===== src/rtl/systolic_collector_if.sv =====
// Collector bus: job control, two skewed array columns in, buffered rows out, status.
// The master side drives the job and the array columns; the slave side is the collector.
interface systolic_collector_if #(
    parameter int DATA_W = 16
);
    logic              start;
    logic [7:0]        num_rows;
    logic [DATA_W-1:0] col1_data;
    logic              col1_valid;
    logic [DATA_W-1:0] col2_data;
    logic              col2_valid;
    logic [DATA_W-1:0] row_data_1;
    logic [DATA_W-1:0] row_data_2;
    logic              row_valid;
    logic              row_ready;
    logic              busy;
    logic              done;
    logic              skew_err;
    logic              ovf_err;

    modport master (
        output start, num_rows, col1_data, col1_valid, col2_data, col2_valid, row_ready,
        input  row_data_1, row_data_2, row_valid, busy, done, skew_err, ovf_err
    );

    modport slave (
        input  start, num_rows, col1_data, col1_valid, col2_data, col2_valid, row_ready,
        output row_data_1, row_data_2, row_valid, busy, done, skew_err, ovf_err
    );
endinterface


===== src/rtl/systolic_collector.sv =====
// Deskews two systolic array columns into rows and buffers them in a small FIFO.
// Row visible one cycle after it forms; row_ready low holds the head, a full FIFO drops new rows.
module systolic_collector #(
    parameter int DATA_W     = 16,
    parameter int FIFO_DEPTH = 4
) (
    input  logic               clk,
    input  logic               rst,
    systolic_collector_if.slave bus
);
    localparam int AW = $clog2(FIFO_DEPTH);

    typedef enum logic [1:0] {S_IDLE, S_COLLECT, S_DRAIN, S_DONE} state_t;

    state_t              state_q, state_d;
    logic                c1_vld_q;
    logic [DATA_W-1:0]   c1_dat_q;
    logic [2*DATA_W-1:0] mem_q [FIFO_DEPTH];
    logic [AW-1:0]       wr_ptr_q, rd_ptr_q;
    logic [AW:0]         cnt_q;
    logic [7:0]          row_cnt_q, num_q;
    logic                skew_q, ovf_q;

    logic fifo_empty, fifo_full, pop, push, row_form, skew_evt, start_acc;

    assign fifo_empty = (cnt_q == '0);
    assign fifo_full  = (cnt_q == (AW+1)'(FIFO_DEPTH));
    assign pop        = !fifo_empty && bus.row_ready;
    assign start_acc  = (state_q == S_IDLE) && bus.start;
    // Column 1 is delayed one cycle so it meets column 2 of the same row.
    assign row_form   = (state_q == S_COLLECT) && c1_vld_q && bus.col2_valid
                        && (row_cnt_q != num_q);
    assign skew_evt   = (state_q == S_COLLECT) && (c1_vld_q != bus.col2_valid);
    assign push       = row_form && (!fifo_full || pop);

    always_comb begin
        state_d = state_q;
        case (state_q)
            S_IDLE:    if (bus.start) state_d = (bus.num_rows == 8'd0) ? S_DONE : S_COLLECT;
            S_COLLECT: if (row_form && (row_cnt_q + 8'd1 == num_q)) state_d = S_DRAIN;
            S_DRAIN:   if (fifo_empty) state_d = S_DONE;
            S_DONE:    state_d = S_IDLE;
            default:   state_d = S_IDLE;
        endcase
    end

    always_ff @(posedge clk or negedge rst) begin
        if (!rst) begin
            state_q   <= S_IDLE;
            c1_vld_q  <= 1'b0;
            c1_dat_q  <= '0;
            wr_ptr_q  <= '0;
            rd_ptr_q  <= '0;
            cnt_q     <= '0;
            row_cnt_q <= '0;
            num_q     <= '0;
            skew_q    <= 1'b0;
            ovf_q     <= 1'b0;
            for (int i = 0; i < FIFO_DEPTH; i++) mem_q[i] <= '0;
        end else begin
            state_q  <= state_d;
            c1_vld_q <= bus.col1_valid;
            c1_dat_q <= bus.col1_data;
            if (start_acc) begin
                num_q     <= bus.num_rows;
                row_cnt_q <= '0;
                skew_q    <= 1'b0;
                ovf_q     <= 1'b0;
            end else begin
                // Dropped rows still count so the job always terminates.
                if (row_form)           row_cnt_q <= row_cnt_q + 8'd1;
                if (skew_evt)           skew_q    <= 1'b1;
                if (row_form && !push)  ovf_q     <= 1'b1;
            end
            if (push) begin
                mem_q[wr_ptr_q] <= {c1_dat_q, bus.col2_data};
                wr_ptr_q        <= wr_ptr_q + AW'(1);
            end
            if (pop) rd_ptr_q <= rd_ptr_q + AW'(1);
            case ({push, pop})
                2'b10:   cnt_q <= cnt_q + (AW+1)'(1);
                2'b01:   cnt_q <= cnt_q - (AW+1)'(1);
                default: cnt_q <= cnt_q;
            endcase
        end
    end

    assign bus.row_data_1 = mem_q[rd_ptr_q][2*DATA_W-1:DATA_W];
    assign bus.row_data_2 = mem_q[rd_ptr_q][DATA_W-1:0];
    assign bus.row_valid  = !fifo_empty;
    assign bus.busy       = (state_q == S_COLLECT) || (state_q == S_DRAIN);
    assign bus.done       = (state_q == S_DONE);
    assign bus.skew_err   = skew_q;
    assign bus.ovf_err    = ovf_q;
endmodule

===== src/flat_wrapper.sv =====
// flat-port wrapper written by rule: the top's interface ports become plain ports
module systolic_collector_flat 
#(
    parameter int DATA_W     = 16,
    parameter int FIFO_DEPTH = 4
)
  (clk, rst, bus_start, bus_num_rows, bus_col1_data, bus_col1_valid, bus_col2_data, bus_col2_valid, bus_row_ready, bus_row_data_1, bus_row_data_2, bus_row_valid, bus_busy, bus_done, bus_skew_err, bus_ovf_err);
  systolic_collector_if #(.DATA_W(DATA_W)) bus_i ();
  input  logic clk;
  input  logic rst;
  input wire logic [$bits(bus_i.start)-1:0] bus_start;
  input wire logic [$bits(bus_i.num_rows)-1:0] bus_num_rows;
  input wire logic [$bits(bus_i.col1_data)-1:0] bus_col1_data;
  input wire logic [$bits(bus_i.col1_valid)-1:0] bus_col1_valid;
  input wire logic [$bits(bus_i.col2_data)-1:0] bus_col2_data;
  input wire logic [$bits(bus_i.col2_valid)-1:0] bus_col2_valid;
  input wire logic [$bits(bus_i.row_ready)-1:0] bus_row_ready;
  output wire logic [$bits(bus_i.row_data_1)-1:0] bus_row_data_1;
  output wire logic [$bits(bus_i.row_data_2)-1:0] bus_row_data_2;
  output wire logic [$bits(bus_i.row_valid)-1:0] bus_row_valid;
  output wire logic [$bits(bus_i.busy)-1:0] bus_busy;
  output wire logic [$bits(bus_i.done)-1:0] bus_done;
  output wire logic [$bits(bus_i.skew_err)-1:0] bus_skew_err;
  output wire logic [$bits(bus_i.ovf_err)-1:0] bus_ovf_err;
  assign bus_i.start = bus_start;
  assign bus_i.num_rows = bus_num_rows;
  assign bus_i.col1_data = bus_col1_data;
  assign bus_i.col1_valid = bus_col1_valid;
  assign bus_i.col2_data = bus_col2_data;
  assign bus_i.col2_valid = bus_col2_valid;
  assign bus_i.row_ready = bus_row_ready;
  assign bus_row_data_1 = bus_i.row_data_1;
  assign bus_row_data_2 = bus_i.row_data_2;
  assign bus_row_valid = bus_i.row_valid;
  assign bus_busy = bus_i.busy;
  assign bus_done = bus_i.done;
  assign bus_skew_err = bus_i.skew_err;
  assign bus_ovf_err = bus_i.ovf_err;
  systolic_collector #(.DATA_W(DATA_W), .FIFO_DEPTH(FIFO_DEPTH)) u_core (.clk(clk), .rst(rst), .bus(bus_i));
endmodule

===== config.mk =====
export PLATFORM = sky130hd
export DESIGN_NAME = systolic_collector_flat
export DESIGN_NICKNAME = d
export VERILOG_FILES = /design/src/rtl/systolic_collector_if.sv /design/src/rtl/systolic_collector.sv /design/src/flat_wrapper.sv
export SDC_FILE = /design/constraint.sdc
export NUM_CORES = 1
export LEC_CHECK = 0
export ABC_AREA = 1
export BUFFER_PORTS_ARGS = -buffer_cell sky130_fd_sc_hd__buf_4
export CAP_MARGIN = 20
export CORE_MARGIN = 10
export CORE_UTILIZATION = 55
export DETAILED_ROUTE_END_ITERATION = 10
export PLACE_DENSITY = 0.75
export SLEW_MARGIN = 20
export SYNTH_ARGS = -nofsm -noshare
export SYNTH_HDL_FRONTEND = slang
export SYNTH_SLANG_ARGS = --single-unit

===== constraint.sdc =====
create_clock -name clk -period 4.39 [get_ports clk]
set_input_delay 0.2195 -clock clk [delete_from_list [all_inputs] [get_ports clk]]
set_output_delay 0.2195 -clock clk [all_outputs]
set_load 0.1 [all_outputs]

Yosys cells after proc, flatten, opt, wreduce, memory -nomap -nowiden --
Index checks and enable logic that the tools add are counted.
Word-level totals: bits in registers 172, bits in latches 0, memory bits (writable) 0, memory bits (read-only) 0, input bits 46, word-level logic and storage cells 77, memories 0
Cells by class: add/subtract/negate cells 5, multipliers 0, div/mod/pow operators 0, magnitude comparators 3, equal/unequal tests 12, shift operators 0, muxes and demuxes 18, bitwise operators 2, reduce and logical (&&, ||, !) cells 23
Operators by type and width (number):
- $bwmux W128 | 1
- $mux W32 | 3
- $bmux W32 S2 | 1
- $demux W32 S2 | 1
- $mux W8 | 2
- $logic_and A1 B1 Y1 | 10
- $add A8 B1 Y8 const B | 1
- $eq A8 B8 Y1 | 1
- $logic_not A8 Y1 | 1
- $mux W2 | 4
- $ne A8 B8 Y1 | 1
- $pmux W2 S4 | 1
- $reduce_bool A2 Y1 | 4
- $eq A2 B2 Y1 const B | 3
- $ge A3 B3 Y1 const B | 2
- $not A2 Y3 | 2
- $pmux W3 S2 | 1
- $add A2 B1 Y2 const B | 2
- $eq A2 B1 Y1 const B | 2
- $mux W1 | 4
- $ne A2 B2 Y1 const B | 2
- $add A3 B1 Y3 const B | 1
- $eq A3 B3 Y1 const B | 1
- $logic_not A1 Y1 | 3
- 8 further kinds | 9

Logic depth before layout (Yosys ltp) --
word-level depth 9, gate-level depth with buffers 17

Least setup slack after synthesis --
OpenSTA, ideal clock, no wires.
kind register to register, start register u_core.cnt_q[1], end register u_core.cnt_q[2], setup time 0.131 ns, data arrival time 2.962 ns, slack 1.297 ns, cell stages (with the launch flop) 14, path buffers 2, clock period less this slack 3.093 ns, path through dfrtp_1 -> nor2_1 -> nand2_1 -> nand2_1 -> nand3_1 -> nand2_8 -> buf_12 -> buf_6 -> ha_1 -> inv_1 -> fa_1 -> a21oi_1 -> o21ai_0 -> xor2_1
On the way: longest elaborated chain between the ends 7, elaborated cells between the ends (all ways) 13
RTL lines:
- start, declared | line systolic_collector.sv:20 | logic [AW:0] cnt_q;
- start signal, assigned | line systolic_collector.sv:81 | 2'b10: cnt_q <= cnt_q + (AW+1)'(1);
- start signal, assigned | line systolic_collector.sv:82 | 2'b01: cnt_q <= cnt_q - (AW+1)'(1);
- start signal, assigned | line systolic_collector.sv:83 | default: cnt_q <= cnt_q;
- $logic_not A3 Y1 * | line systolic_collector.sv:26 | assign fifo_empty = (cnt_q == '0);
- $logic_not A1 Y1 *
- via bus_row_valid | line flat_wrapper.sv:20 | output wire logic [$bits(bus_i.row_valid)-1:0] bus_row_valid;
- $logic_and A1 B1 Y1 * | line systolic_collector.sv:28 | assign pop = !fifo_empty && bus.row_ready;
- $logic_or A1 B1 Y1 | line systolic_collector.sv:34 | assign push = row_form && (!fifo_full || pop);
- $logic_and A1 B1 Y1 | line systolic_collector.sv:34
- $eq A2 B1 Y1 or $eq A2 B2 Y1 (tied branches) | line systolic_collector.sv:80 | case ({push, pop})
- $pmux W3 S2 or $reduce_bool A2 Y1 (tied branches)
Mark *: on every way through the listed nets, which the timed path passes. The rest lies on a longest branch. A chain may end at the register's enable or synchronous reset.

Worst setup path in the final report --
start register u_core.state_q[1], end register u_core.mem_q[121] in the netlist's numbering
On the way: longest elaborated chain between the ends 5
RTL lines:
- start, declared | line systolic_collector.sv:15 | state_t state_q, state_d;
- start signal, assigned | line systolic_collector.sv:61 | state_q <= state_d;
- $eq A2 B1 Y1 | line systolic_collector.sv:31 | assign row_form = (state_q == S_COLLECT) && c1_vld_q && bus.col2_valid
- $logic_and A1 B1 Y1 (2 in a row) | line systolic_collector.sv:31
- $logic_and A1 B1 Y1 | line systolic_collector.sv:32 | && (row_cnt_q != num_q);
- $logic_and A1 B1 Y1 | line systolic_collector.sv:34
- end signal, assigned by index | line systolic_collector.sv:76 | mem_q[wr_ptr_q] <= {c1_dat_q, bus.col2_data};
- end, declared | line systolic_collector.sv:18 | logic [2*DATA_W-1:0] mem_q [FIFO_DEPTH];
Every way passes these cells.

==> run_results.csv <==
group,metric,value,unit
setup_path,ff2ff_path_depth,10,
clocking,cts_setup_buffers,0,
job,cap_violations,0,
finish,finalNetCount,1114,
place,hpwl,11600,um
sta,timing.setup.tns,0,ns
sta,final_min_period_over_clock_period,68.1,%
drt,drt-vias-per-instance,5.50,
sta,setup_viol,0,
grt,grt_overflow,0,
finish,drive_gt1_share,12.8,%
clocking,cts-hold-fix-buffers,18,
yosys,synthTopCellsByArea,"dfrtp_1 (53%), nand2_1 (15%), o21ai_0 (8.2%)",
floorplan,core_area,14500,sq um
setup_path,r2r_slack,1.40,ns
floorplan,chipHeight,142,um
setup_path,crit_family,"simple AND/OR/NAND/NOR gates",
status,status,"complete, no violations",
floorplan,row_count,44,
yosys,synthTopCellsByCount,"nand2_1 (324), dfrtp_1 (172), o21ai_0 (134), nor2_1 (84), o21ai_1 (73)",
setup_path,critPathCapture,"u_core.mem_q[121]",
clocking,clk_path_buf_depth,2,
grt,grt_usage,21.0,%
floorplan,die_x,142,um
yosys,ys_types,34,
drt,vias,6886,
grt,grt_max_degree,137,
worst_hold_path,hp-class,"in -> reg",
drt,drcViolationCount,0,
floorplan,die_area,20100,sq um
sta,drv_slew,0,
clocking,path_clk_slew,0.06,ns
sta,worstMarginPinSlew,0.974,ns
drt,firstDrtPassIters,5,
yosys,syn-num-nets,1049,
clocking,cts_root_buffer,"clkbuf_16",
yosys,syn_area,8140,sq um
yosys,yosys_warnings,0,
clocking,numCtsBuffers,17,
yosys,ys.flop_type,"dfrtp_1",
sta,hold_viol_final,0,
setup_path,max_stage_delay,0.98,ns
setup_path,path_class,"reg -> reg",
setup_path,worst_ep_arrival_time,3.35,ns
setup_path,cp_data_required_time,4.75,ns
finish,num-fill-cells,1256,
grt,grt_pass1_vias,6843,
drt,ant_nets,0,
yosys,synth_edf_count,0,
yosys,synth.most_common_cell,"nand2_1",
finish,antennaDiodeCount,0,
clocking,clk-insertion-delay-late,0.43,ns
setup_path,path_cells,"inv_1, ha_1, inv_1, nor2_1, nand2_4, inv_8, nand2_8, nor2_4, nand2_1, nand2_1",
grt,grt_pass1_wl,34400,um
clocking,cts_htree_levels,4,
yosys,synth-seq-cells,172,
clocking,post_cts_resized,0,
setup_path,regToRegStartpoint,"u_core.state_q[1]",
floorplan,ios,83,
finish,syn2layout_area_growth,16.4,%
setup_path,crit_path_end_kind,"register",
setup_path,worst_path_max_delay_cell,"nor2_4",
yosys,synth_top_area_share,52.9,%
place,place.port_buffers,82,
grt,grt_antenna_before_repair,0,
setup_path,cp-startpoint,"u_core.state_q[1]",
sta,relSlewSlack,34.9,%
yosys,syn_avg_cell_area,8.22,sq um
yosys,async_reset_ff_share,100,%
worst_hold_path,holdCritStartpoint,"bus_col2_data[8]",
sta,fin_crit,2.99,ns
setup_path,startpoint_type,"register",
yosys,synthCells,991,
sta,rsz0062_at_grt,"no",
place,gp_congestion,0.896,
yosys,yosysSeqAreaShare,52.9,%
setup_path,crit_buf_inv,3,
clocking,clkSinkCount,172,
yosys,yosys.area.top_type,"dfrtp_1",
drt,wirelength,20500,um
setup_path,r2r-end,"u_core.mem_q[121]",
setup_path,cp.depth,10,
clocking,cts_tree,"done",
sta,fmax,334,MHz
sta,finClkSkew,0.0111,ns
drt,drtIter0Drc,661,
floorplan,initial_core_util,56.0,%
drt,routedWlPerCell,16.4,um
setup_path,cp_max_fo,136,
==> worst min-delay path by stage <==
stage / end / slack, ns / cells past startpoint
2_1_floorplan: u_core.bus.ovf_err / -0.08 / 0
3_3_place_gp: u_core.c1_dat_q[11] / 0.30 / 1
3_5_place_dp: u_core.c1_dat_q[11] / 0.30 / 1
4_1_cts: u_core.mem_q[104] / 0.008 / 3
5_1_grt: u_core.mem_q[105] / 0.01 / 3
6_report: u_core.mem_q[104] / 0.02 / 3
==> layer usage <==
| layer | up-vias | routed length [um] | GRT usage [%] |
|---|---|---|---|
| li1 | 3336 | - | - |
| met1 | 3283 | 8900 | 27.3 |
| met2 | 242 | 10000 | 35.0 |
| met3 | 25 | 1290 | 4.11 |
| met4 | 0 | 269 | 6.08 |
| met5 | - | 0 | 0 |
==> cell type report <==
type | count | area, sq um | area share, %
clock buffer | 21 | 480 | 5.07
clock inverter | 10 | 105 | 1.11
inverter | 47 | 185 | 1.95
multi-input combinational | 710 | 3300 | 34.8
sequential | 172 | 4310 | 45.4
tap | 184 | 230 | 2.43
timing repair buffer | 108 | 872 | 9.20
==> cells by family after synthesis <==
group	Yosys count	share of synthesized area, %
AO/OA/AOI/OAI	251	16.2
XOR/XNOR	10	1.17
adder cells (fa/ha/maj)	12	1.94
buffers and inverters	109	6.59
flip-flops	172	52.9
AND/OR/NAND/NOR	437	21.3
==> per-stage QoR <==
step | util, % | area, sq um | cells | worst slack (ns) | hold slack (ns)
floorplan | - | 8140 | 991 | 1.30 | -0.0761
global placement | 59.9 | 8710 | 1203 | 1.47 | 0.301
detailed placement | 59.9 | 8710 | 1203 | 1.44 | 0.296
CTS | 65.2 | 9480 | 1252 | 1.41 | 0.00833
global route | 65.2 | 9480 | 1252 | 1.14 | 0.0138
finish | 65.2 | 9480 | 1252 | 1.40 | 0.0151
==> worst reg2reg max path, delay by kind of cell, from the launching register on <==
family	cells	cell delay [ns]
flops	1	0.41
buf+inv	3	0.27
simple gates	6	2.09
fa+ha+maj	1	0.17
==> state kept, by name, indices dropped and copies added, names as in the netlist <==
name,flops
u_core.state_q,2
u_core.num_q,8
u_core.bus.skew_err,1
u_core.row_cnt_q,8
u_core.c1_vld_q,1
u_core.rd_ptr_q,2
u_core.cnt_q,3
u_core.mem_q,128
u_core.wr_ptr_q,2
u_core.bus.ovf_err,1
u_core.c1_dat_q,16
==> layout by cell type, fill, tap and decap left out, types with 11 or more instances in the layout <==
cell type and instances:
clkbuf_16 17, nand3_1 17, nor2_1 84, inv_1 45, o21ai_0 134, nand2_1 324
buf_4 88, o21ai_1 73, ha_1 11, o22ai_1 32, dfrtp_1 171, dlygate4sd3_1 18
Power is left out: the tool's default activity adds up to more than one toggle a clock period on the data nets, which glitch-free logic cannot reach.
